### config.mk
export PLATFORM = sky130hd
export DESIGN_NAME = pipe_field_ctrl
export DESIGN_NICKNAME = d
export VERILOG_FILES = /design/src/rtl/pipe_pkg.sv /design/src/rtl/pipe_lfsr16.sv /design/src/rtl/pipe_field_ctrl.sv
export SDC_FILE = /design/constraint.sdc
export NUM_CORES = 1
export LEC_CHECK = 0
export CAP_MARGIN = 25
export CORE_ASPECT_RATIO = 1.4
export CORE_MARGIN = 2
export CORE_UTILIZATION = 40
export DETAILED_ROUTE_END_ITERATION = 8
export HOLD_SLACK_MARGIN = 0.05
export PLACE_DENSITY = 0.61
export SYNTH_ARGS = -nofsm -noshare
export SYNTH_HDL_FRONTEND = slang
export SYNTH_HIERARCHICAL = 1
export SYNTH_SLANG_ARGS = --single-unit
### constraint.sdc
create_clock -name iClk -period 4.6 [get_ports iClk]
set_input_delay 0.92 -clock iClk [delete_from_list [all_inputs] [get_ports iClk]]
set_output_delay 0.92 -clock iClk [all_outputs]
set_load 0.03 [all_outputs]
### src/rtl/pipe_pkg.sv
// rtl/pipe_pkg.sv - shared state type, LFSR taps and sizing helpers for the pipe field controller
package pipe_pkg;

    typedef enum logic [1:0] {
        ST_IDLE = 2'd0,
        ST_LOAD = 2'd1,
        ST_RUN  = 2'd2,
        ST_HALT = 2'd3
    } state_t;

    // Feedback taps at bits 15, 13, 12 and 10
    localparam logic [15:0] LFSR_TAPS = 16'hB400;

    function automatic logic lfsr_feedback(input logic [15:0] value);
        return ^(value & LFSR_TAPS);
    endfunction

    function automatic int respawn_pos(input int end_pos, input int n_pipes, input int spacing);
        return end_pos + n_pipes * spacing;
    endfunction

    function automatic int max_int(input int a, input int b);
        return (a > b) ? a : b;
    endfunction

    function automatic int bits_for(input int max_value);
        return (max_value < 2) ? 1 : $clog2(max_value + 1);
    endfunction

endpackage

### src/rtl/pipe_lfsr16.sv
// rtl/pipe_lfsr16.sv - seedable free-running 16-bit Fibonacci LFSR, low bits exposed
module pipe_lfsr16
    import pipe_pkg::*;
#(
    parameter logic [15:0] SEED  = 16'hACE1,
    parameter int          OUT_W = 8
) (
    input  logic             clk,
    input  logic             rst_n,
    output logic [OUT_W-1:0] value
);

    logic [15:0] lfsr_q;

    always_ff @(posedge clk or negedge rst_n) begin
        if (!rst_n) begin
            lfsr_q <= SEED;
        end else begin
            lfsr_q <= {lfsr_q[14:0], lfsr_feedback(lfsr_q)};
        end
    end

    assign value = lfsr_q[OUT_W-1:0];

endmodule

### src/rtl/pipe_field_ctrl.sv
// rtl/pipe_field_ctrl.sv - multi-channel scrolling pipe field with respawn, pass detection and score
module pipe_field_ctrl
    import pipe_pkg::*;
#(
    parameter int          N_PIPES     = 3,
    parameter int          H_TOT       = 800,
    parameter int          RST_POS     = 0,
    parameter int          START_POS   = 640,
    parameter int          END_POS     = 0,
    parameter int          SPACING     = 267,
    parameter int          BIRD_X      = 100,
    parameter int          GAP_MIN     = 100,
    parameter int          GAP_BITS    = 8,
    parameter int          START_SPEED = 800_000,
    parameter int          MAX_SPEED   = 100_000,
    parameter int          SPEED_INC   = 10_000,
    parameter logic [15:0] LFSR_SEED   = 16'hACE1,
    parameter int          SCORE_W     = 14,
    localparam int RESPAWN = respawn_pos(END_POS, N_PIPES, SPACING),
    localparam int P_W     = bits_for(max_int(START_POS + (N_PIPES - 1) * SPACING, RESPAWN)),
    localparam int S_W     = bits_for(START_SPEED),
    localparam int Y_W     = bits_for(GAP_MIN + 2**GAP_BITS - 1)
) (
    input  logic                     iClk,
    input  logic                     iRstN,
    input  logic                     iStart,
    input  logic                     iStop,
    input  logic                     iRun,
    input  logic                     iSpeedInc,
    output logic [N_PIPES*P_W-1:0]   oPos,
    output logic [N_PIPES*Y_W-1:0]   oGapY,
    output logic [N_PIPES-1:0]       oActive,
    output logic [N_PIPES-1:0]       oRespawn,
    output logic                     oPass,
    output logic [SCORE_W-1:0]       oScore,
    output logic                     oRunning
);

    localparam int               IDX_W        = (N_PIPES > 1) ? $clog2(N_PIPES) : 1;
    localparam logic [IDX_W-1:0] LAST_IDX     = IDX_W'(N_PIPES - 1);
    localparam logic [S_W-1:0]   START_PERIOD = S_W'(START_SPEED);
    localparam logic [S_W-1:0]   MIN_PERIOD   = S_W'(MAX_SPEED);
    localparam logic [S_W-1:0]   PERIOD_STEP  = S_W'(SPEED_INC);
    localparam logic [31:0]      STEP_FLOOR   = 32'(MAX_SPEED + SPEED_INC);
    localparam logic [P_W-1:0]   POS_RST      = P_W'(RST_POS);
    localparam logic [P_W-1:0]   POS_END      = P_W'(END_POS);
    localparam logic [P_W-1:0]   POS_RESPAWN  = P_W'(RESPAWN);
    localparam logic [P_W-1:0]   POS_BIRD     = P_W'(BIRD_X);

    if (START_POS >= H_TOT || SPACING <= 0 || BIRD_X <= END_POS || BIRD_X > START_POS ||
        LFSR_SEED == 16'h0 || N_PIPES < 1 || MAX_SPEED < 1) begin : g_bad_cfg
        $error("pipe_field_ctrl: illegal parameter combination");
    end

    state_t             state, next_state;
    logic [IDX_W-1:0]   load_idx;
    logic [S_W-1:0]     period, cnt;
    logic [SCORE_W-1:0] score;
    logic               running, pass;
    logic               stop_act, start_act, load_en, tick;
    logic [GAP_BITS-1:0] rnd;
    logic [Y_W-1:0]     gap_new;
    logic [N_PIPES-1:0] passed;

    pipe_lfsr16 #(
        .SEED  (LFSR_SEED),
        .OUT_W (GAP_BITS)
    ) u_lfsr (
        .clk   (iClk),
        .rst_n (iRstN),
        .value (rnd)
    );

    // Stop outranks start; in IDLE there is nothing to freeze so stop is dropped
    assign stop_act  = iStop && (state != ST_IDLE);
    assign start_act = iStart && !stop_act;
    assign load_en   = (state == ST_LOAD) && !stop_act && !start_act;
    assign tick      = running && iRun && !stop_act && !start_act && (cnt >= period - S_W'(1));
    assign gap_new   = Y_W'(GAP_MIN) + Y_W'(rnd);

    always_comb begin
        next_state = state;
        if (stop_act) begin
            next_state = ST_HALT;
        end else if (start_act) begin
            next_state = ST_LOAD;
        end else if (load_en && load_idx == LAST_IDX) begin
            next_state = ST_RUN;
        end
    end

    always_ff @(posedge iClk or negedge iRstN) begin
        if (!iRstN) begin
            state    <= ST_IDLE;
            load_idx <= '0;
            period   <= START_PERIOD;
            cnt      <= '0;
            score    <= '0;
            pass     <= 1'b0;
            running  <= 1'b0;
        end else begin
            state   <= next_state;
            // Scrolling starts one cycle after the last pipe is loaded
            running <= (state == ST_RUN) && (next_state == ST_RUN);
            pass    <= |passed;

            if (start_act) begin
                load_idx <= '0;
            end else if (load_en) begin
                load_idx <= load_idx + IDX_W'(1);
            end

            if (start_act) begin
                period <= START_PERIOD;
            end else if (iSpeedInc) begin
                period <= (32'(period) >= STEP_FLOOR) ? period - PERIOD_STEP : MIN_PERIOD;
            end

            if (start_act || tick) begin
                cnt <= '0;
            end else if (running && iRun && !stop_act) begin
                cnt <= cnt + S_W'(1);
            end

            if (start_act) begin
                score <= '0;
            end else if (|passed && score != '1) begin
                score <= score + SCORE_W'(1);
            end
        end
    end

    for (genvar k = 0; k < N_PIPES; k++) begin : g_pipe
        localparam logic [P_W-1:0] LOAD_POS = P_W'(START_POS + k * SPACING);

        logic [P_W-1:0] pos;
        logic [Y_W-1:0] gap;
        logic           active;
        logic           respawn;

        always_ff @(posedge iClk or negedge iRstN) begin
            if (!iRstN) begin
                pos     <= POS_RST;
                gap     <= '0;
                active  <= 1'b0;
                respawn <= 1'b0;
            end else begin
                respawn <= 1'b0;
                if (start_act) begin
                    active <= 1'b0;
                end else if (load_en && load_idx == IDX_W'(k)) begin
                    pos    <= LOAD_POS;
                    gap    <= gap_new;
                    active <= 1'b1;
                end else if (tick && active) begin
                    if (pos == POS_END) begin
                        pos     <= POS_RESPAWN;
                        gap     <= gap_new;
                        respawn <= 1'b1;
                    end else begin
                        pos <= pos - P_W'(1);
                    end
                end
            end
        end

        assign passed[k]             = tick && active && (pos == POS_BIRD);
        assign oPos[k*P_W +: P_W]    = pos;
        assign oGapY[k*Y_W +: Y_W]   = gap;
        assign oActive[k]            = active;
        assign oRespawn[k]           = respawn;
    end

    assign oPass    = pass;
    assign oScore   = score;
    assign oRunning = running;

endmodule

* Word-level counts from Yosys, hierarchy flattened *
Index checks and enable logic that the tools add are counted.

storage, ports and cells
  word-level logic and storage cells = 137
  output and inout bits = 82
  register bits = 142

operators by class
  add/subtract/negate cells = 9
  bitwise gates (word level) = 1
  reductions and logical operators = 48
  equal/unequal tests = 9
  order comparisons = 2
  muxes and demuxes = 48

operator list
  cell                                                                      number
  20-bit two-way mux                                                        5
  11-bit two-way mux                                                        9
  9-bit two-way mux                                                         9
  11-bit by 7-bit == test with 1-bit output (second input constant)         3
  11-bit logical NOT                                                        3
  11-bit by 1-bit subtractor with 11-bit output (second input constant)     3
  14-bit two-way mux                                                        2
  2-bit nonzero test                                                        14
  20-bit by 1-bit adder with 20-bit output (second input constant)          1
  20-bit by 17-bit >= comparator with 1-bit output (second input constant)  1
  20-bit >= comparator                                                      1
  20-bit by 1-bit subtractor with 20-bit output (second input constant)     1
  20-bit by 14-bit subtractor with 20-bit output (second input constant)    1
  1-bit logical AND                                                         19
  1-bit two-way mux                                                         18
  16-bit parity                                                             1
  14-bit by 1-bit adder with 14-bit output (second input constant)          1
  14-bit inequality test (second input constant)                            1
  2-bit two-way mux                                                         5
  7-bit by 8-bit adder with 9-bit output (first input constant)             1
  3-bit AND reduction                                                       3
  2-bit == test (second input constant)                                     3
  2-bit AND reduction                                                       3
  2-bit by 1-bit == test with 1-bit output (second input constant)          2
  6 further kinds                                                           7

* Depth between registers and ports, before layout *
Gate-level depths: netlist of run 1.

  depth after elaboration = 13
  depth in mapped cells = 16
  gate-level depth less buffers = 14

* By module *
The synthesis of run 1 kept the hierarchy.

by module, submodules not included
  module           seq. area each (um^2)  area each (um^2)  times used  cells an instance
  pipe_field_ctrl  3060.4                 6829.0            1           712
  pipe_lfsr16      410.4                  496.7             1           27

* Worst setup path after synthesis of run 1 *
No wires, ideal clock.

  path kind = reg-to-reg
  from = register period[4]
  to = register g_pipe[1].gap[0]
  arrival = 3.662 ns
  setup slack = 0.813 ns
  data required time = 4.475 ns
  stages on the path, launching flop included = 15
  buffers on the path = 0
  cells stage by stage = dfrtp_1 inv_1 ha_1 nor3b_1 nand2_1 nor3_1 nand2_1 xor2_1 ha_1 nand4_1 nor3_1 o2bb2ai_1 o211ai_1 o21ai_2 mux2_2

between the ends
  cells in the longest elaborated chain, start to end = 6

ends and longest elaborated chain
  element                                        RTL line                text
  start, declared                                pipe_field_ctrl.sv:57   logic [S_W-1:0] period, cnt;
  start signal, assigned                         pipe_field_ctrl.sv:116  period <= (32'(period) >= STEP_FLOOR) ? period - PERIOD_STEP : MIN_PERIOD;
  20-bit by 1-bit subtractor with 20-bit output  pipe_field_ctrl.sv:78   assign tick = running && iRun && !stop_act && !start_act && (cnt >= period - S_W'(1));
  20-bit >= comparator                           pipe_field_ctrl.sv:78
  1-bit logical AND                              pipe_field_ctrl.sv:78
  1-bit logical AND                              pipe_field_ctrl.sv:155  end else if (tick && active) begin
  2-bit nonzero test (no line)                   --
  3-bit AND reduction (no line)                  --
  end signal, assigned                           pipe_field_ctrl.sv:153  gap <= gap_new;
  end signal, assigned                           pipe_field_ctrl.sv:158  gap <= gap_new;
  end, declared                                  pipe_field_ctrl.sv:137  logic [Y_W-1:0] gap;

No other way between the ends.
A chain may end at the register's enable or synchronous reset.

* Final worst setup path of run 1 *
  from = register period[4]
  to = register g_pipe[1].pos[7]

between the ends
  cells in the longest elaborated chain, start to end = 6

ends and longest elaborated chain
  element                                        RTL line                text
  20-bit by 1-bit subtractor with 20-bit output  pipe_field_ctrl.sv:78
  20-bit >= comparator                           pipe_field_ctrl.sv:78
  1-bit logical AND                              pipe_field_ctrl.sv:78
  1-bit logical AND                              pipe_field_ctrl.sv:155
  2-bit nonzero test (no line)                   --
  2-bit AND reduction (no line)                  --
  end signal, assigned                           pipe_field_ctrl.sv:161  pos <= pos - P_W'(1);
  end, declared                                  pipe_field_ctrl.sv:136  logic [P_W-1:0] pos;

No other way between the ends.

==> flow_metrics.tcl, run 1 <==
set metrics [dict create \
    grt-ovfl-total 0 \
    hp-class "in2async" \
    yosysSeqAreaShare_pct 47.4 \
    row_count 58 \
    maxSlewHeadroom_pct 29.2 \
    rsz0062_at_grt "no" \
    fin_crit_ps 4230 \
    clock-root-buffer "clkbuf_16" \
    cp-start-kind "flop" \
    finalSetupViolCount 0 \
    drt_iter0_drc 368 \
    die_area_mm2 0.0194 \
    synthDistinctLibCells 61 \
    critical_path_class "reg2reg" \
    cts_num_sinks 138 \
    cts_inserted_buffers 17 \
    grt_max_degree 111 \
    critPathLaunch "period[4]$_DFFE_PN0P_" \
    fin_tns_setup_ps 0 \
    gp_congestion 0.901 \
    syn_nets 774 \
    syn_inst 739 \
    design_area_mm2 0.00898 \
    via_per_inst 5.62 \
    fill_cells 1662 \
    finalClockSkew_ps 7.85 \
    cts_tree "done" \
    clock_latency_ps 420 \
    avgSynthCellArea_um2 9.91 \
    wl_um 18200 \
    status "finished clean" \
    synth_async_sr_flop_share_pct 100 \
    reg2reg_from "period[4]$_DFFE_PN0P_" \
    diodes 0 \
    grt_pass1_wl_um 31100 \
    ctsHoldBuffers 0 \
    firstDrtPassIters 5 \
    path_max_fanout 13 \
    core-area_mm2 0.0179 \
    maxCapViolCount 0 \
    start_util_pct 40.9 \
    crit_required_ps 4910 \
    hold_violations 0 \
    rrSetupSlack_ps 370 \
    grtUsageTotal_pct 19.7 \
    first_global_vias 6186 \
    leakage_nw 3.92 \
    drcViolationCount 0 \
    antenna_found_initial 0 \
    vias 5972 \
    drive_gt1_share_pct 11.1 \
    power_density_mw_per_mm2 436 \
    fin_ws_ps 372 \
    detail-route-antenna-nets 0 \
    synth_area_mm2 0.00733 \
    yosys_warnings 6 \
    die_y_um 164 \
    dieWidth_um 118 \
    path_clk_slew_ps 60 \
    nets 845 \
    peakVddDrop_v 0.000272 \
    place_hpwl_um 12800 \
    min_period_over_period_pct 91.9 \
    cp-end-kind "flop" \
    htreeDepth 4 \
    slew_viol_final 0 \
    io_pins 88 \
    synth_seq_cells 138 \
    clockBufferDepth 2 \
    pre_cts_slack_ps 377 \
    synth_edf_count 0 \
    area_growth_pct 22.5 \
    wire_per_inst_um 17.2 \
    fmax_mhz 237 \
    placed_area_mm2 0.00834 \
    tightest_slew_ps 1050 \
    worstPathArrival_ps 4530 \
    io_buffers 87 \
    synthFlopType "dfrtp_1" \
]
## through the flow
stage	hold slack, ps	total power, W	std cells	utilization, %
after global routing	344	0.00413	1062	50.1
after detailed placement	340	0.00252	1030	46.5
after CTS	354	0.00394	1061	49.9
final	346	0.00392	1062	50.1
after floorplan	331	0.00217	739	-
after global placement	336	0.00249	1030	46.5
## logic make-up (layout without fill, tap and decap cells)
| family | after synthesis | count (layout) | share of synthesized area (%) |
|---|---|---|---|
| flip-flops | 138 | 138 | 47.4 |
| AO/OA/AOI/OAI | 157 | 157 | 14.3 |
| buffers and inverters | 69 | 152 | 4.36 |
| XOR/XNOR | 38 | 38 | 4.54 |
| multiplexers | 34 | 34 | 5.07 |
| AND/OR/NAND/NOR | 274 | 274 | 19.4 |
| adder cells (fa/ha/maj) | 29 | 29 | 4.95 |
## registers in the layout (all words and copies together) (netlist names)
signal,count
u_lfsr/lfsr_q,16
state,2
load_idx,2
g_pipe.respawn,3
g_pipe.active,3
period,16
oScore,14
oPass,1
g_pipe.pos,33
cnt,20
g_pipe.gap,27
oRunning,1
## cell type report
cell class                      instances  area [µm²]  area share [%]
Sequential cell                       138        3470            38.7
Clock inverter                         12         163            1.81
Tap cell                              240         300            3.34
Timing Repair Buffer                   97         967            10.8
Multi-Input combinational cell        532        3540            39.5
Clock buffer                           19         443            4.93
Inverter                               24        90.1            1.00
## placed cells by master (no fill, tap or decap), drive strengths merged, types with 18 or more instances in the layout
master | netlist | layout
a21oi | 41 | 41
dfrtp | 124 | 124
nor3 | 24 | 24
clkdlybuf4s50 | 0 | 86
or4 | 21 | 21
or3 | 18 | 18
nor2 | 53 | 53
nand2 | 65 | 65
mux2 | 25 | 25
nand3 | 25 | 25
xnor2 | 22 | 22
inv | 24 | 29
ha | 29 | 29
o21ai | 37 | 37
clkbuf | 29 | 19
## routing by layer
| metal | wire length (µm) | global-route usage [%] | share of wire [%] |
|---|---|---|---|
| met1 | 7830 | 24.2 | 43 |
| met4 | 264 | 6.39 | 1.4 |
| met5 | 0 | 0 | 0 |
| met2 | 9480 | 34.4 | 52 |
| met3 | 656 | 4.13 | 3.6 |
## power by group
part	switching, W	internal (W)	total (W)
Combinational	0.000546	0.000398	0.000944
Clock	0.000534	0.000872	0.00141
Sequential	0.000206	0.00136	0.00157
Total	0.00129	0.00263	0.00392
## worst paths after layout
path                       cells past startpoint                      endpoint
hold / removal                                 1        period[16]$_DFFE_PN0P_
min in group iClk                              0    u_lfsr/lfsr_q[9]$_DFF_PN0_
max in group asynchronous                      3   u_lfsr/lfsr_q[13]$_DFF_PN1_
setup reg to reg                              15  g_pipe[1].pos[7]$_DFFE_PN0P_
setup / recovery                              15  g_pipe[1].pos[7]$_DFFE_PN0P_
hold reg to reg                                0    u_lfsr/lfsr_q[9]$_DFF_PN0_
## critical path, stage by stage, from the launching register on
cell      delay, ps
dfrtp_1         420
inv_1           140
ha_1            250
nor3b_1         340
nand2_1         150
nor3_1          260
nand2_1         110
xor2_1          160
ha_1            300
nand4_1         140
nor3_1          380
a41o_2          380
o211ai_1        190
buf_4           260
or4_1           500
mux2i_1         140
## cell usage after synthesis, drive strengths merged (9+ instances only)
cell    count  area share (%)
clkbuf     29             1.5
or4        21             2.2
mux2i       9             1.2
nand3      25             1.7
xnor2      22             2.6
or3        18             1.5
a21oi      41             2.8
nor3       24             1.6
nor4       12             1.0
buf        16             1.6
xor2       16             1.9
inv        24             1.2
mux2       25             3.8
dfrtp     124              42
nor2       53             2.7
and3       14             1.2
nand2      65             3.3
o21ai      37             2.7
ha         29             5.0
dfstp      14             5.0
## repair_timing
item | in CTS | in global routing
resized for setup | 0 | 2
buffers inserted | 0 | 0
endpoints found under the setup margin | 0 | 25
No activity file was read; power rests on OpenSTA's default activity.
==> run 2: changes to the inputs <==
CORE_MARGIN = not set   (was 2)
==> run 2 against run 1 <==
Net effect:
- non-clock buffer count unchanged
- wire length increased by 0.51%
- via count increased by 0.74%
- combinational power about the same
- final cell count about the same
- hold slack improved by 9.5 ps
- clock power about the same
- maximum frequency increased by 1.5%
- sequential cell count unchanged
- cell area decreased by 0.43%
- first-iteration DRC count decreased by 4.9%
- register-to-register slack improved by 60 ps
- critical path type unchanged
- largest cell class unchanged
==> flow_metrics.tcl, run 2 (synthesis gave the netlist of run 1 again) <==
set metrics [dict create \
    status "finished clean" \
    core-area_mm2 0.0179 \
    fill_cells 1665 \
    io_buffers 87 \
    whs_ps 356 \
    cts_tree "done" \
    rrSetupSlack_ps 430 \
    design_area_mm2 0.00894 \
    fin_ws_ps 433 \
    io_pins 88 \
    final_common_cell "dfrtp_1" \
    diodes 0 \
    area_growth_pct 22.0 \
    finalSetupViolCount 0 \
    first_global_vias 6088 \
    fin_crit_ps 4170 \
    grt-ovfl-total 0 \
    pre_cts_slack_ps 360 \
    gp_congestion 0.854 \
    critPathSlowestCell "o21ai_2" \
    drcViolationCount 0 \
    hold_violations 0 \
    worstPathArrival_ps 4480 \
    regArea_mm2 0.00347 \
    multi_input_area_mm2 0.00354 \
    top_register "g_pipe.pos" \
    clockBufferDepth 2 \
    path_max_fanout 9 \
    nets 845 \
    finalClockSkew_ps 9.61 \
    maxSlewHeadroom_pct 37.0 \
    grt_max_degree 86 \
    place_hpwl_um 12900 \
    min_to "u_lfsr/lfsr_q[9]$_DFF_PN0_" \
    hp-class "reg2reg" \
    power_density_mw_per_mm2 435 \
    vias 6016 \
    start_util_pct 40.9 \
    wl_um 18300 \
    cts_num_sinks 138 \
    grt_pass1_wl_um 30900 \
    via_per_inst 5.66 \
    totalPowerFinal_w 0.00389 \
    die_y_um 162 \
    wire_per_inst_um 17.2 \
    top_regs "g_pipe.pos (33), g_pipe.gap (27), cnt (20)" \
    reg2reg_from "period[4]$_DFFE_PN0P_" \
    cp_num_buf_inv 1 \
    antenna_found_initial 0 \
    crit_required_ps 4920 \
    grtUsageTotal_pct 21.0 \
    peakVddDrop_v 0.000276 \
    clock-root-buffer "clkbuf_16" \
    path_cells "inv_1 > ha_1 > nor3b_1 > nand2_1 > nor3_1 > nand2_1 > xor2_1 > ha_1 > nand4_1 > nor3_1 > o2bb2ai_1 > o211ai_1 > o21ai_2 > mux2_2" \
    die_area_mm2 0.0189 \
    row_count 58 \
    maxCapViolCount 0 \
    drive_gt1_share_pct 10.9 \
    rsz0062_at_grt "no" \
    path_delay_family "simple AND/OR/NAND/NOR gates" \
    leakage_nw 3.90 \
    clock_latency_ps 430 \
    tightest_slew_ps 945 \
    postCtsSetupRepairBufs 0 \
    reg2reg_depth 14 \
    cts_inserted_buffers 17 \
    min_from "u_lfsr/lfsr_q[8]$_DFF_PN0_" \
    slew_viol_final 0 \
    final_cell_mix "124 x dfrtp_1, 86 x clkdlybuf4s50_1, 65 x nand2_1, 53 x nor2_1, 41 x a21oi_1" \
    dieWidth_um 116 \
    whs_path_depth 0 \
    min_period_over_period_pct 90.6 \
    critical_path_class "reg2reg" \
    cp-start-kind "flop" \
    fmax_mhz 240 \
    cp_slowest_stage_delay_ps 510 \
    drt_iter0_drc 350 \
    cp-end-kind "flop" \
    htreeDepth 4 \
    reg2reg_to "g_pipe[2].gap[1]$_DFFE_PN0P_" \
    largest_reg_flops 33 \
    fin_tns_setup_ps 0 \
    placed_area_mm2 0.00834 \
    path_clk_slew_ps 70 \
    firstDrtPassIters 5 \
    detail-route-antenna-nets 0 \
]
[run 2: power by group]
part	switching [W]	internal, W	total, W
clock	0.000575	0.000812	0.00139
sequential	0.000204	0.00136	0.00156
combinational	0.000549	0.000393	0.000942
total	0.00133	0.00256	0.00389
[run 2: cell type report]
cell class	count	share of cell area [%]
Sequential cell	138	38.8
Tap cell	240	3.36
Clock inverter	14	1.79
Timing Repair Buffer	97	10.6
Clock buffer	18	4.80
Multi-Input combinational cell	532	39.6
Inverter	24	1.01
[run 2: what timing repair did]
action	4_1_cts	5_1_grt
setup endpoints to repair	0	8
hold buffers	0	0
resized for setup	0	1
endpoints found under the hold margin	0	0
[run 2: worst max-delay path by stage]
stage	from	endpoint	slack, ps	depth (start not counted)
6_report	period[4]$_DFFE_PN0P_	g_pipe[2].gap[1]$_DFFE_PN0P_	430	14
5_1_grt	period[4]$_DFFE_PN0P_	g_pipe[2].gap[4]$_DFFE_PN0P_	60	14
4_1_cts	period[4]$_DFFE_PN0P_	g_pipe[1].gap[3]$_DFFE_PN0P_	340	15
3_5_place_dp	period[4]$_DFFE_PN0P_	g_pipe[1].gap[3]$_DFFE_PN0P_	360	15
3_3_place_gp	period[4]$_DFFE_PN0P_	g_pipe[1].gap[8]$_DFFE_PN0P_	490	15
2_1_floorplan	period[4]$_DFFE_PN0P_	g_pipe[1].gap[0]$_DFFE_PN0P_	810	14
[run 2: through the flow]
stage          util, %  std cells
2_1_floorplan        -        739
3_3_place_gp      46.5       1030
3_5_place_dp      46.5       1030
4_1_cts           49.8       1062
5_1_grt           49.9       1063
6_report          49.9       1063
[run 2: routing by layer]
metal | vias up | share of wire, % | global-route usage [%]
met4 | 0 | 2.3 | 8.97
li1 | 2831 | - | -
met3 | 36 | 5.3 | 5.22
met1 | 2978 | 42 | 25.4
met2 | 171 | 51 | 35.0
met5 | - | 0 | 0
==> run 3: changes to the inputs <==
CORE_UTILIZATION = 49   (was 40)
MAX_ROUTING_LAYER = met4   (was not set)
PLACE_DENSITY = 0.72   (was 0.61)
==> run 3 against run 2 <==
Net effect:
- die area fell by 18%
- hold slack got worse by 4.6 ps
- sequential power barely moved
- via count rose by 1.1%
- highest routed layer unchanged
==> flow_metrics.tcl, run 3 (synthesis gave the netlist of run 1 again) <==
set metrics [dict create \
    grt_pass1_wl_um 30300 \
    ctsHoldBuffers 0 \
    switching_share_pct 32.4 \
    wl_um 18300 \
    cp-end-kind "flop" \
    whs_path_depth 0 \
    seq_power_share_pct 39.5 \
    wl_met2_um 9220 \
    min_period_over_period_pct 92.9 \
    p_sw_w 0.00128 \
    path_max_fanout 15 \
    top_regs "g_pipe.pos (33), g_pipe.gap (27), cnt (20)" \
    detail-route-antenna-nets 0 \
    internal_power_w 0.00268 \
    maxCapViolCount 0 \
    hp-class "reg2reg" \
    cts_num_sinks 138 \
    via_per_inst 6.00 \
    worstPathArrival_ps 4570 \
    status "finished clean" \
    cp-start-kind "flop" \
    pre_cts_slack_ps -40.2 \
    start_util_pct 50.5 \
    final_cell_mix "124 x dfrtp_1, 86 x clkdlybuf4s50_1, 64 x nand2_1, 53 x nor2_1, 41 x a21oi_1" \
    routed-wl-met3_um 864 \
    cts_tree "done" \
    drcViolationCount 0 \
    row_count 52 \
    dieWidth_um 105 \
    vias 6081 \
    grt_max_degree 107 \
    fin_tns_setup_ps 0 \
    drt_iter0_drc 422 \
    comb_power_share_pct 24.1 \
    cts_inserted_buffers 17 \
    grt-ovfl-total 0 \
    gp_congestion 0.911 \
    clockPowerShare_pct 36.5 \
    postCtsSetupRepairBufs 0 \
    firstDrtPassIters 5 \
    finalSetupViolCount 0 \
    highest_layer "met4" \
    antenna_found_initial 1 \
    die_area_mm2 0.0155 \
    hold_violations 0 \
    die_y_um 147 \
    maxSlewHeadroom_pct 38.5 \
    leakage_nw 3.93 \
    fill_cells 1181 \
    nets 846 \
    first_global_vias 6049 \
    place_hpwl_um 12600 \
    drive_gt1_share_pct 11.5 \
    power_density_mw_per_mm2 442 \
    wl_met1_um 7630 \
    crit_required_ps 4900 \
    slew_viol_final 0 \
    io_pins 88 \
    clockBufferDepth 2 \
    io_buffers 87 \
    critical_path_class "reg2reg" \
    rsz0062_at_grt "no" \
    wire_per_inst_um 18.0 \
    clock-root-buffer "clkbuf_16" \
    fmax_mhz 234 \
    largest_reg_flops 33 \
    htreeDepth 4 \
    area_growth_pct 22.3 \
    reg2reg_depth 14 \
    grtUsageTotal_pct 25.4 \
    path_clk_slew_ps 60 \
    tightest_slew_ps 922 \
    top_register "g_pipe.pos" \
    fin_ws_ps 327 \
    finalClockSkew_ps 6.64 \
    peakVddDrop_v 0.000284 \
    fin_crit_ps 4270 \
    clock_latency_ps 420 \
    final_common_cell "dfrtp_1" \
    core-area_mm2 0.0145 \
]
-- run 3: cell count changes in the layout (fill, tap and decap cells not counted), sizes merged --
| cell | change |
|---|---|
| clkinvlp | +1 |
| bufinv | +2 |
| clkbuf | +1 |
| clkinv | +1 |
| inv | -6 |
| buf | +2 |
| diode | +1 |
-- run 3: final cells by class --
type / instances / area (µm²) / area share (%)
sequential: 138 / 3470 / 38.7
timing repair buffer: 98 / 975 / 10.9
inverter: 24 / 90.1 / 1.01
antenna: 1 / 2.50 / 0.0279
clock buffer: 20 / 447 / 4.98
tap: 189 / 236 / 2.64
multi-input combinational: 532 / 3570 / 39.8
clock inverter: 12 / 171 / 1.91
-- run 3: worst paths after layout --
kind	end	slack [ps]	startpoint
worst max-delay path	g_pipe[1].pos[7]$_DFFE_PN0P_	330	period[9]$_DFFE_PN0P_
worst min-delay path	u_lfsr/lfsr_q[15]$_DFF_PN1_	350	u_lfsr/lfsr_q[14]$_DFF_PN0_
worst max register to register	g_pipe[1].pos[7]$_DFFE_PN0P_	330	period[9]$_DFFE_PN0P_
worst min register to register	u_lfsr/lfsr_q[15]$_DFF_PN1_	350	u_lfsr/lfsr_q[14]$_DFF_PN0_
max in group asynchronous	u_lfsr/lfsr_q[11]$_DFF_PN1_	3040	iRstN
min in group asynchronous	cnt[13]$_DFFE_PN0P_	390	iRstN
-- run 3: worst max-delay path: stages, from the launching register on --
cell and delay (ps):
dfrtp_1 450, or3_1 420, nor4_1 270, nand2_1 150, nor3_1 280, nand2_1 120
xor2_1 180, ha_1 300, nand4_1 190, nor3_2 340, a41o_2 350, o211ai_1 180
buf_4 270, or4_1 500, mux2i_1 140
-- run 3: repair_timing --
item,in CTS,in global routing
resized for setup,1,6
pin swaps,0,0
setup endpoints to repair,17,43
-- run 3: per-layer routing --
layer	GRT usage (%)	vias to the layer above
met4	12.1	0
met5	-	-
met2	40.9	207
met3	5.54	41
met1	30.0	2988
li1	-	2845
-- run 3: power by group through the flow --
stage | clock network [W] | registers (W) | logic, W
after floorplan | 0 | 0.00162 | 0.000554
after global placement | 0 | 0.00157 | 0.000924
after detailed placement | 0 | 0.00157 | 0.000940
after CTS | 0.00146 | 0.00156 | 0.000950
after global routing | 0.00151 | 0.00158 | 0.00106
final | 0.00144 | 0.00156 | 0.000952
-- run 3: stage by stage --
| stage | instance area, µm² | power [W] | std cells | hold slack, ps | util, % |
|---|---|---|---|---|---|
| after floorplan | 7330 | 0.00217 | 739 | 331 | - |
| after global placement | 8280 | 0.00249 | 980 | 339 | 57.1 |
| after detailed placement | 8280 | 0.00251 | 980 | 337 | 57.1 |
| after CTS | 8900 | 0.00397 | 1012 | 351 | 61.4 |
| after global routing | 8960 | 0.00415 | 1014 | 354 | 61.8 |
| final | 8960 | 0.00396 | 1014 | 351 | 61.8 |
